===== src/rtl/ram_sp_pkg.sv =====
// Shared constants and state encoding for the single-port RAM responder.
package ram_sp_pkg;

    localparam int ADDR_W_DEF = 5;
    localparam int DATA_W_DEF = 8;

    typedef enum logic {
        ST_CLEAR = 1'b0,
        ST_RUN   = 1'b1
    } state_t;

endpackage


===== src/rtl/ram_sp_array.sv =====
// Plain storage: one write port, one synchronous write-first read port, no reset.
module ram_sp_array
    import ram_sp_pkg::*;
#(
    parameter int ADDR_W = ADDR_W_DEF,
    parameter int DATA_W = DATA_W_DEF
) (
    input  logic              clk,
    input  logic              we,
    input  logic              rd_en,
    input  logic [ADDR_W-1:0] addr,
    input  logic [DATA_W-1:0] wr_data,
    output logic [DATA_W-1:0] rd_data
);

    logic [DATA_W-1:0] mem [2**ADDR_W];

    // rd_en gates the output register so clear-phase writes leave rd_data untouched
    always_ff @(posedge clk) begin
        if (we) begin
            mem[addr] <= wr_data;
        end
        if (rd_en) begin
            rd_data <= we ? wr_data : mem[addr];
        end
    end

endmodule


===== src/rtl/ram_sp_responder.sv =====
// Memory-side responder for the ram_rw port: hardware clear after reset, ready flag,
// read-valid strobe. Define RAM_OUT_REG_EN to add an output register (2-cycle latency).
module ram_sp_responder
    import ram_sp_pkg::*;
#(
    parameter int                ADDR_W   = ADDR_W_DEF,
    parameter int                DATA_W   = DATA_W_DEF,
    parameter logic [DATA_W-1:0] INIT_VAL = '0
) (
    input  logic              clk,
    input  logic              rst,
    input  logic              ram_en,
    input  logic              ram_we,
    input  logic [ADDR_W-1:0] ram_addr,
    input  logic [DATA_W-1:0] ram_wr_data,
    output logic [DATA_W-1:0] ram_rd_data,
    output logic              ram_rd_valid,
    output logic              ram_ready
);

    state_t            state;
    state_t            next_state;
    logic [ADDR_W-1:0] clr_addr;

    logic              arr_we;
    logic              arr_rd_en;
    logic [ADDR_W-1:0] arr_addr;
    logic [DATA_W-1:0] arr_wr_data;
    logic [DATA_W-1:0] arr_rd_data;

    logic              rd_valid_p1;
    logic              data_seen_p1;
    logic [DATA_W-1:0] rd_data_p1;

    always_ff @(posedge clk or posedge rst) begin
        if (rst) begin
            state <= ST_CLEAR;
        end else begin
            state <= next_state;
        end
    end

    always_comb begin
        next_state = state;
        case (state)
            ST_CLEAR: if (clr_addr == '1) next_state = ST_RUN;
            ST_RUN:   next_state = ST_RUN;
            default:  next_state = ST_CLEAR;
        endcase
    end

    // Write-port mux: the clear sweep owns the array until RUN, user accesses after
    always_comb begin
        arr_we      = 1'b0;
        arr_rd_en   = 1'b0;
        arr_addr    = ram_addr;
        arr_wr_data = ram_wr_data;
        case (state)
            ST_CLEAR: begin
                arr_we      = 1'b1;
                arr_addr    = clr_addr;
                arr_wr_data = INIT_VAL;
            end
            ST_RUN: begin
                arr_we    = ram_en & ram_we;
                arr_rd_en = ram_en;
            end
            default: ;
        endcase
    end

    always_ff @(posedge clk or posedge rst) begin
        if (rst) begin
            clr_addr <= '0;
        end else if (state == ST_CLEAR) begin
            clr_addr <= clr_addr + 1'b1;
        end
    end

    always_ff @(posedge clk or posedge rst) begin
        if (rst) begin
            ram_ready <= 1'b0;
        end else begin
            ram_ready <= (next_state == ST_RUN);
        end
    end

    ram_sp_array #(
        .ADDR_W (ADDR_W),
        .DATA_W (DATA_W)
    ) u_array (
        .clk     (clk),
        .we      (arr_we),
        .rd_en   (arr_rd_en),
        .addr    (arr_addr),
        .wr_data (arr_wr_data),
        .rd_data (arr_rd_data)
    );

    // ---- stage p1: array output, valid strobe ----
    // The array register has no reset; data_seen masks it to 0 until the first access
    always_ff @(posedge clk or posedge rst) begin
        if (rst) begin
            rd_valid_p1  <= 1'b0;
            data_seen_p1 <= 1'b0;
        end else begin
            rd_valid_p1 <= (state == ST_RUN) && ram_en && !ram_we;
            if ((state == ST_RUN) && ram_en) begin
                data_seen_p1 <= 1'b1;
            end
        end
    end

    assign rd_data_p1 = data_seen_p1 ? arr_rd_data : '0;

`ifdef RAM_OUT_REG_EN
    logic [DATA_W-1:0] rd_data_p2;
    logic              rd_valid_p2;

    // ---- stage p2: optional output register ----
    always_ff @(posedge clk or posedge rst) begin
        if (rst) begin
            rd_data_p2  <= '0;
            rd_valid_p2 <= 1'b0;
        end else begin
            rd_data_p2  <= rd_data_p1;
            rd_valid_p2 <= rd_valid_p1;
        end
    end

    assign ram_rd_data  = rd_data_p2;
    assign ram_rd_valid = rd_valid_p2;
`else
    assign ram_rd_data  = rd_data_p1;
    assign ram_rd_valid = rd_valid_p1;
`endif

endmodule


===== config.mk =====
export PLATFORM = sky130hd
export DESIGN_NAME = ram_sp_responder
export DESIGN_NICKNAME = d
export VERILOG_FILES = /design/src/rtl/ram_sp_pkg.sv /design/src/rtl/ram_sp_array.sv /design/src/rtl/ram_sp_responder.sv
export SDC_FILE = /design/constraint.sdc
export NUM_CORES = 1
export LEC_CHECK = 0
export BUFFER_PORTS_ARGS = -buffer_cell sky130_fd_sc_hd__clkbuf_2
export CAP_MARGIN = 25
export CORE_MARGIN = 3
export CORE_UTILIZATION = 65
export DETAILED_ROUTE_END_ITERATION = 10
export PLACE_DENSITY = 0.93
export RECOVER_POWER = 100
export SYNTH_ARGS = -nofsm -noshare
export SYNTH_HDL_FRONTEND = slang
export SYNTH_SLANG_ARGS = --single-unit

===== constraint.sdc =====
create_clock -name clk -period 7.21 [get_ports clk]
set_input_delay 1.0815 -clock clk [delete_from_list [all_inputs] [get_ports clk]]
set_output_delay 1.0815 -clock clk [all_outputs]
set_load 0.1 [all_outputs]

==> results of run 1 <==
-- registers in the layout, indices dropped and copies added, names as in the netlist --
name             count
clr_addr             5
u_array.mem        256
ram_ready            1
u_array.rd_data      8
data_seen_p1         1
ram_rd_valid         1
-- logic make-up (layout without fill, tap and decap cells) --
kind of cell	after synthesis	after routing	synth area share [%]
AO/OA/AOI/OAI	208	208	11.4
XOR/XNOR	3	3	0.237
adder cells (fa/ha/maj)	2	2	0.226
buffers and inverters	50	96	2.29
flip-flops	272	272	73.4
multiplexers	51	51	6.85
AND/OR/NAND/NOR	118	118	5.66
-- layer usage --
metal / share of wire, % / GRT usage [%] / up-vias
li1: - / - / 2882
met1: 31 / 42.7 / 3502
met2: 45 / 51.2 / 906
met3: 17 / 9.63 / 196
met4: 7.1 / 14.2 / 0
met5: 0 / 0 / -
-- placed cells by master, fill, tap and decap left out, drive strengths merged, types with 4 or more instances in the layout --
master | synthesis | final
o21ai | 136 | 136
a21oi | 9 | 9
nor2 | 37 | 37
nor2b | 12 | 12
clkbuf | 33 | 65
bufinv | 0 | 4
mux2i | 30 | 30
dfrtp | 8 | 8
nor3 | 18 | 18
mux4 | 18 | 18
nor4 | 7 | 7
a2111oi | 7 | 7
nand2 | 8 | 8
clkinv | 0 | 9
o22ai | 6 | 6
and2 | 18 | 18
edfxtp | 264 | 264
a41oi | 32 | 32
a31oi | 10 | 10
inv | 4 | 5
buf | 13 | 12
-- worst max path at each step --
stage | end | slack (ns) | cells past startpoint
2_1_floorplan | u_array.mem[0][0]$_DFFE_PP_ | 4.20 | 6
3_3_place_gp | u_array.rd_data[2]$_DFFE_PP_ | 3.40 | 6
3_5_place_dp | u_array.rd_data[2]$_DFFE_PP_ | 3.34 | 6
4_1_cts | u_array.rd_data[2]$_DFFE_PP_ | 3.70 | 6
5_1_grt | u_array.rd_data[2]$_DFFE_PP_ | 2.21 | 6
6_report | u_array.rd_data[2]$_DFFE_PP_ | 2.33 | 6
-- where the power goes --
part	internal (uW)	switching, uW
Combinational	46.7	147
Clock	781	580
Sequential	1740	1.18
-- worst max-delay path, cell delays in order, from the launching register on --
cell                       delay (ns)
sky130_fd_sc_hd__dfrtp_1         0.32
sky130_fd_sc_hd__clkbuf_1        1.49
sky130_fd_sc_hd__mux2_4          0.95
sky130_fd_sc_hd__mux4_2          0.61
sky130_fd_sc_hd__nor2b_1         0.16
sky130_fd_sc_hd__nor4_1          0.89
sky130_fd_sc_hd__a31oi_1         0.15
-- final cells by class --
cell class | instances | area, sq um | share of cell area [%]
inverters | 4 | 15.0 | 0.122
well taps | 220 | 275 | 2.25
clock inverters | 15 | 175 | 1.43
repair buffers | 47 | 300 | 2.45
clock buffers | 30 | 644 | 5.26
flip-flops and latches | 272 | 8130 | 66.3
multi-input cells | 382 | 2720 | 22.2
-- per-stage QoR --
stage          util (%)  setup slack [ns]  power, uW  hold WS, ns  instance area [sq um]
6_report           73.7              2.33       3300        0.479                  12300
3_5_place_dp       68.8              3.34       1960        0.576                  11400
3_3_place_gp       68.3              3.40       1940        0.530                  11400
5_1_grt            73.7              2.21       3350        0.515                  12300
2_1_floorplan         -              4.20       1900        0.492                  11100
4_1_cts            73.7              3.70       3260        0.493                  12300
==> results.py, run 1 <==
metrics = {
    "status": {
        "run_status": "finished, violations left",
        "violations": "max-capacitance violations, max-slew violations",
    },
    "floorplanning": {
        "fp.dieH_um": 137,
        "std_cell_rows": 47,
        "floorplan.die_area_sq_mm": 0.0186,
        "design.core.area_sq_mm": 0.0166,
        "floorplan.die.width_um": 137,
        "floorplan.io_pins": 27,
        "initial_core_util_pct": 66.6,
    },
    "finish": {
        "layout-drive-gt1-share_pct": 11.9,
        "area_delta_synth_final_pct": 10.7,
        "final_nets": 751,
        "num_antenna_cells": 0,
        "layout.filler_cells": 872,
        "final_cell_count_without_fillers": 970,
    },
    "logic_synthesis": {
        "synth_top_cell_by_area": "sky130_fd_sc_hd__edfxtp_1",
        "netlist_top_cells_area": "sky130_fd_sc_hd__edfxtp_1, sky130_fd_sc_hd__o21ai_0, sky130_fd_sc_hd__mux4_2",
        "yosysUniqueCellTypes": 44,
        "synth_commonest_cells": "sky130_fd_sc_hd__edfxtp_1, sky130_fd_sc_hd__o21ai_0, sky130_fd_sc_hd__nor2_1",
        "avgSynthCellArea_sq_um": 15.7,
        "asyncSetResetFlopFracSynth_pct": 2.94,
        "mappedNetlistNets": 723,
        "synth-main-ff-cell": "sky130_fd_sc_hd__edfxtp_1",
        "syn_area_sq_mm": 0.0111,
        "portion_of_synthesized_cell_area_occupied_by_the_leading_cell_type_pct": 71.6,
        "mapped_cells": 704,
        "sequential_element_share_of_the_synthesized_area_pct": 73.4,
        "yosysMostFrequentCell": "sky130_fd_sc_hd__edfxtp_1",
        "synth_edf_count": 264,
        "synth.ff_latch_count": 272,
        "synth-warning-count": 0,
    },
    "placed_design": {
        "placedCellCount": 920,
        "place_hpwl_um": 16900,
        "portBuffers": 26,
        "finalWeightedCongestion": 0.910,
    },
    "run": {
        "max-cap-violations": 1,
    },
    "worst_setup_path": {
        "endpoint_kind": "flip-flop",
        "criticalPathCategory": "reg -> reg",
        "cp_data_arrival_time_ns": 5.11,
        "worst-r2r-setup-slack_ns": 2.33,
        "cp.required_ns": 7.43,
        "worst-path-max-fanout": 46,
        "worstReg2RegStart": "ram_ready$_DFF_PP0_",
        "timing.critical_path.from_type": "flip-flop",
        "reg2reg_depth": 6,
        "crit_startpoint": "ram_ready$_DFF_PP0_",
        "crit-reg2reg-capture": "u_array.rd_data[2]$_DFFE_PP_",
    },
    "timing": {
        "slew_headroom_pct": -39.4,
        "tightest_slew_ns": 2.09,
        "timing.clock.skew_ns": 0.0264,
        "hold_violations": 0,
        "timing.final.max_slew_violations": 47,
        "max_freq_mhz": 205,
        "setup_tns_ns": 0,
        "min_period_ns": 4.88,
        "min_period_over_period_pct": 67.7,
        "setup_viol": 0,
        "rsz0062_at_grt": "false",
    },
    "drt": {
        "dr_vias_cell": 7.72,
        "drt_first_pass_iters": 8,
        "route.detailed.drc": 0,
        "routed_wl_um": 31400,
        "ant_nets": 0,
        "routedWlPerCell_um": 32.4,
        "via_count": 7486,
        "detail_route.iter0.violations": 1644,
    },
    "cts": {
        "hold_buffers": 0,
        "postCtsResizedCells": 0,
        "postCtsSetupBuffers": 0,
        "cts_tree": "yes",
        "clock-sinks": 272,
        "clock_insertion_delay_worst_skew_ns": 0.54,
        "path_clk_slew_ns": 0.07,
        "clock_tree.buffer_depth": 3,
        "cts_made_buffers": 25,
        "htree_levels": 1,
        "root_buffer": "sky130_fd_sc_hd__clkbuf_16",
    },
    "global_route": {
        "grt_max_degree": 47,
        "globalRouteOverflowTotal": 0,
        "grt_antenna_before_repair": 0,
        "grt_pass1_wl_um": 44300,
        "first_global_vias": 7070,
        "grt_usage_pct": 32.5,
    },
    "hold_path": {
        "hold_class": "in -> async",
    },
    "power_and_ir_drop": {
        "max-vdd-ir-drop_uv": 177,
        "p_per_area_mw_per_mm2": 269,
        "power.leakage_uw": 0.00381,
    },
}
Power figures use the tool's default switching activity.
==> run 2: changes to the inputs <==
--- a/config.mk
+++ b/config.mk
@@ -5,12 +5,13 @@
 export SDC_FILE = /design/constraint.sdc
 export NUM_CORES = 1
 export LEC_CHECK = 0
+export ABC_AREA = 1
 export BUFFER_PORTS_ARGS = -buffer_cell sky130_fd_sc_hd__clkbuf_2
 export CAP_MARGIN = 25
 export CORE_MARGIN = 3
-export CORE_UTILIZATION = 65
+export CORE_UTILIZATION = 62
 export DETAILED_ROUTE_END_ITERATION = 10
-export PLACE_DENSITY = 0.93
+export PLACE_DENSITY = 0.9
 export RECOVER_POWER = 100
 export SYNTH_ARGS = -nofsm -noshare
 export SYNTH_HDL_FRONTEND = slang
==> constraint.sdc (replaced) <==
create_clock -name clk -period 4.9 [get_ports clk]
set_input_delay 0.735 -clock clk [delete_from_list [all_inputs] [get_ports clk]]
set_output_delay 0.735 -clock clk [all_outputs]
set_load 0.1 [all_outputs]
==> run 2 against run 1 <==
Compared with the run above:
- highest routed layer unchanged
- routed wire length fell by 5.5%
- design area up 7.5%
- non-clock buffer count grew 5
- the flow still finishes with violations (max-capacitance violations, max-slew violations)
==> results.py, run 2 <==
metrics = {
    "logic_synthesis": {
        "synth-main-ff-cell": "sky130_fd_sc_hd__edfxtp_1",
        "yosysUniqueCellTypes": 23,
        "synth.ff_latch_count": 272,
        "netlist_top_cells_area": "sky130_fd_sc_hd__edfxtp_1, sky130_fd_sc_hd__nand2_1, sky130_fd_sc_hd__nand3_1",
        "avgSynthCellArea_sq_um": 10.1,
        "synth_edf_count": 264,
        "portion_of_synthesized_cell_area_occupied_by_the_leading_cell_type_pct": 66.3,
        "mappedNetlistNets": 1204,
        "yosysMostFrequentCell": "sky130_fd_sc_hd__nand2_1",
        "synth_commonest_cells": "sky130_fd_sc_hd__nand2_1, sky130_fd_sc_hd__edfxtp_1, sky130_fd_sc_hd__nand3_1",
        "synth_top_cell_by_area": "sky130_fd_sc_hd__edfxtp_1",
        "asyncSetResetFlopFracSynth_pct": 2.94,
        "sequential_element_share_of_the_synthesized_area_pct": 68.0,
        "synth-warning-count": 0,
        "syn_area_sq_mm": 0.0120,
        "mapped_cells": 1185,
    },
    "finish": {
        "most-common-layout-cells": "sky130_fd_sc_hd__nand2_1, sky130_fd_sc_hd__edfxtp_1, sky130_fd_sc_hd__nand3_1, sky130_fd_sc_hd__nor2_1, sky130_fd_sc_hd__inv_1",
        "largestRegisters": "u_array.mem: 256 flops, u_array.rd_data: 8 flops, clr_addr: 5 flops",
        "final_nets": 1224,
        "registers.top_by_ff_count": "u_array.mem",
        "area_delta_synth_final_pct": 10.2,
        "mostFrequentLayoutCell": "sky130_fd_sc_hd__nand2_1",
        "largest_register_ffs": 256,
        "final_design_area_no_fill_sq_mm": 0.0132,
        "layout-drive-gt1-share_pct": 6.61,
        "num_antenna_cells": 0,
    },
    "cts": {
        "cts_made_buffers": 27,
        "path_clk_slew_ns": 0.06,
        "clock_insertion_delay_worst_skew_ns": 0.54,
        "postCtsSetupBuffers": 0,
        "hold_buffers": 0,
        "root_buffer": "sky130_fd_sc_hd__clkbuf_16",
        "clock-sinks": 272,
        "cts_tree": "yes",
        "clock_tree.buffer_depth": 3,
        "htree_levels": 1,
        "postCtsResizedCells": 0,
    },
    "drt": {
        "detail_route.iter0.violations": 1431,
        "drt_first_pass_iters": 6,
        "routedWlPerCell_um": 20.0,
        "ant_nets": 0,
        "via_count": 8887,
        "dr_vias_cell": 5.98,
        "routed_wl_um": 29700,
        "route.detailed.drc": 0,
    },
    "floorplanning": {
        "initial_core_util_pct": 63.5,
        "fp.dieH_um": 145,
        "std_cell_rows": 50,
        "design.core.area_sq_mm": 0.0188,
        "floorplan.io_pins": 27,
        "floorplan.die_area_sq_mm": 0.0210,
        "floorplan.die.width_um": 145,
    },
    "hold_path": {
        "hold_class": "in -> async",
    },
    "timing": {
        "hold_violations": 0,
        "slew_headroom_pct": -37.0,
        "fin_worst_hold_slack_ns": 0.139,
        "setup_tns_ns": 0,
        "min_period_ns": 3.75,
        "max_freq_mhz": 267,
        "timing.clock.skew_ns": 0.0114,
        "rsz0062_at_grt": "false",
        "min_period_over_period_pct": 76.5,
        "tightest_slew_ns": 2.05,
        "setup_viol": 0,
        "timing.final.max_slew_violations": 68,
    },
    "global_route": {
        "global_routing_usage_on_met1_pct": 36.2,
        "globalRouteOverflowTotal": 0,
        "met3_track_demand_over_resource_pct": 5.42,
        "grt_antenna_before_repair": 0,
        "grtUsageMet2_pct": 46.7,
        "grt_pass1_wl_um": 44600,
        "grt_usage_pct": 27.9,
        "first_global_vias": 8468,
        "grt_max_degree": 106,
        "grt-busiest-layer": "met2",
    },
    "worst_setup_path": {
        "endpoint_kind": "flip-flop",
        "worst-r2r-setup-slack_ns": 1.15,
        "endpoint": "u_array.mem[19][6]$_DFFE_PP_",
        "crit-reg2reg-capture": "u_array.mem[19][6]$_DFFE_PP_",
        "cp_data_arrival_time_ns": 3.91,
        "crit_startpoint": "ram_ready$_DFF_PP0_",
        "worstReg2RegStart": "ram_ready$_DFF_PP0_",
        "reg2reg_depth": 6,
        "criticalPathCategory": "reg -> reg",
        "timing.critical_path.from_type": "flip-flop",
        "cp.required_ns": 5.06,
        "worst-path-max-fanout": 28,
    },
    "placed_design": {
        "post_dp_cell_area_sq_mm": 0.0124,
        "finalWeightedCongestion": 0.876,
        "place_hpwl_um": 16900,
        "portBuffers": 26,
    },
    "power_and_ir_drop": {
        "max-vdd-ir-drop_uv": 288,
        "power_uw": 5040,
        "power.leakage_uw": 0.00554,
        "p_per_area_mw_per_mm2": 383,
    },
    "run": {
        "max-cap-violations": 2,
    },
    "status": {
        "violations": "max-capacitance violations, max-slew violations",
        "run_status": "finished, violations left",
    },
}
==> run 2: cell count changes in the layout (fill, tap and decap cells not counted), sizes merged, moves of 9 or more <==
cell and change:
nor2b -12, nor3 -10, inv +34, clkbuf +9, mux4 -18, nand3 +128
nor2 +14, mux2i -30, and2 -18, a21oi -9, o21ai -129, a41oi -32
a31oi -10, nand2 +602
==> run 2: per-stage QoR <==
step,std cells,util [%],setup WS [ns]
2_1_floorplan,1185,-,2.17
3_3_place_gp,1430,65.2,1.49
3_5_place_dp,1434,65.7,1.37
4_1_cts,1484,70.6,1.35
5_1_grt,1486,70.0,0.954
6_report,1486,70.0,1.15
==> run 2: cells by family (layout without fill, tap and decap cells) <==
family	count (synthesis)	after routing	synth area share, %
AND/OR/NAND/NOR	804	804	27.4
flip-flops	272	272	68.0
buffers and inverters	98	139	3.72
AO/OA/AOI/OAI	7	7	0.575
adder cells (fa/ha/maj)	2	2	0.209
XOR/XNOR	2	2	0.147
==> run 2: layout make-up <==
| cell class | instances | area [sq um] |
|---|---|---|
| Timing Repair Buffer | 52 | 287 |
| Inverter | 37 | 139 |
| Fill cell | 1221 | 5660 |
| Clock buffer | 30 | 687 |
| Sequential cell | 272 | 8130 |
| Multi-Input combinational cell | 815 | 3380 |
| Clock inverter | 20 | 225 |
| Tap cell | 260 | 325 |
==> run 2: worst min path at each step <==
stage	from	to	slack (ns)	depth (start not counted)
finish	rst	data_seen_p1$_DFFE_PP0P_	0.14	2
global route	rst	data_seen_p1$_DFFE_PP0P_	0.15	2
CTS	rst	data_seen_p1$_DFFE_PP0P_	0.13	2
detailed placement	clr_addr[3]$_DFFE_PP0N_	clr_addr[3]$_DFFE_PP0N_	0.52	2
global placement	clr_addr[3]$_DFFE_PP0N_	clr_addr[3]$_DFFE_PP0N_	0.49	2
floorplan	clr_addr[3]$_DFFE_PP0N_	clr_addr[3]$_DFFE_PP0N_	0.47	2
==> run 2: worst max-delay path, cell delays in order (launching register included) <==
cell	delay [ns]
sky130_fd_sc_hd__dfrtp_1	0.45
sky130_fd_sc_hd__buf_16	0.20
sky130_fd_sc_hd__inv_1	0.22
sky130_fd_sc_hd__nand2_4	0.25
sky130_fd_sc_hd__nand2_1	0.75
sky130_fd_sc_hd__nand3_1	0.68
sky130_fd_sc_hd__nor2_1	0.81
==> run 2: metal layers <==
metal / vias up / part of all wire (%)
li1: 3960 / -
met1: 4145 / 35
met2: 646 / 49
met3: 136 / 11
met4: 0 / 4.5
met5: - / 0
==> run 2: power by group <==
group	switching, uW	internal [uW]
sequential	2.55	2560
clock	858	1270
combinational	275	72.4
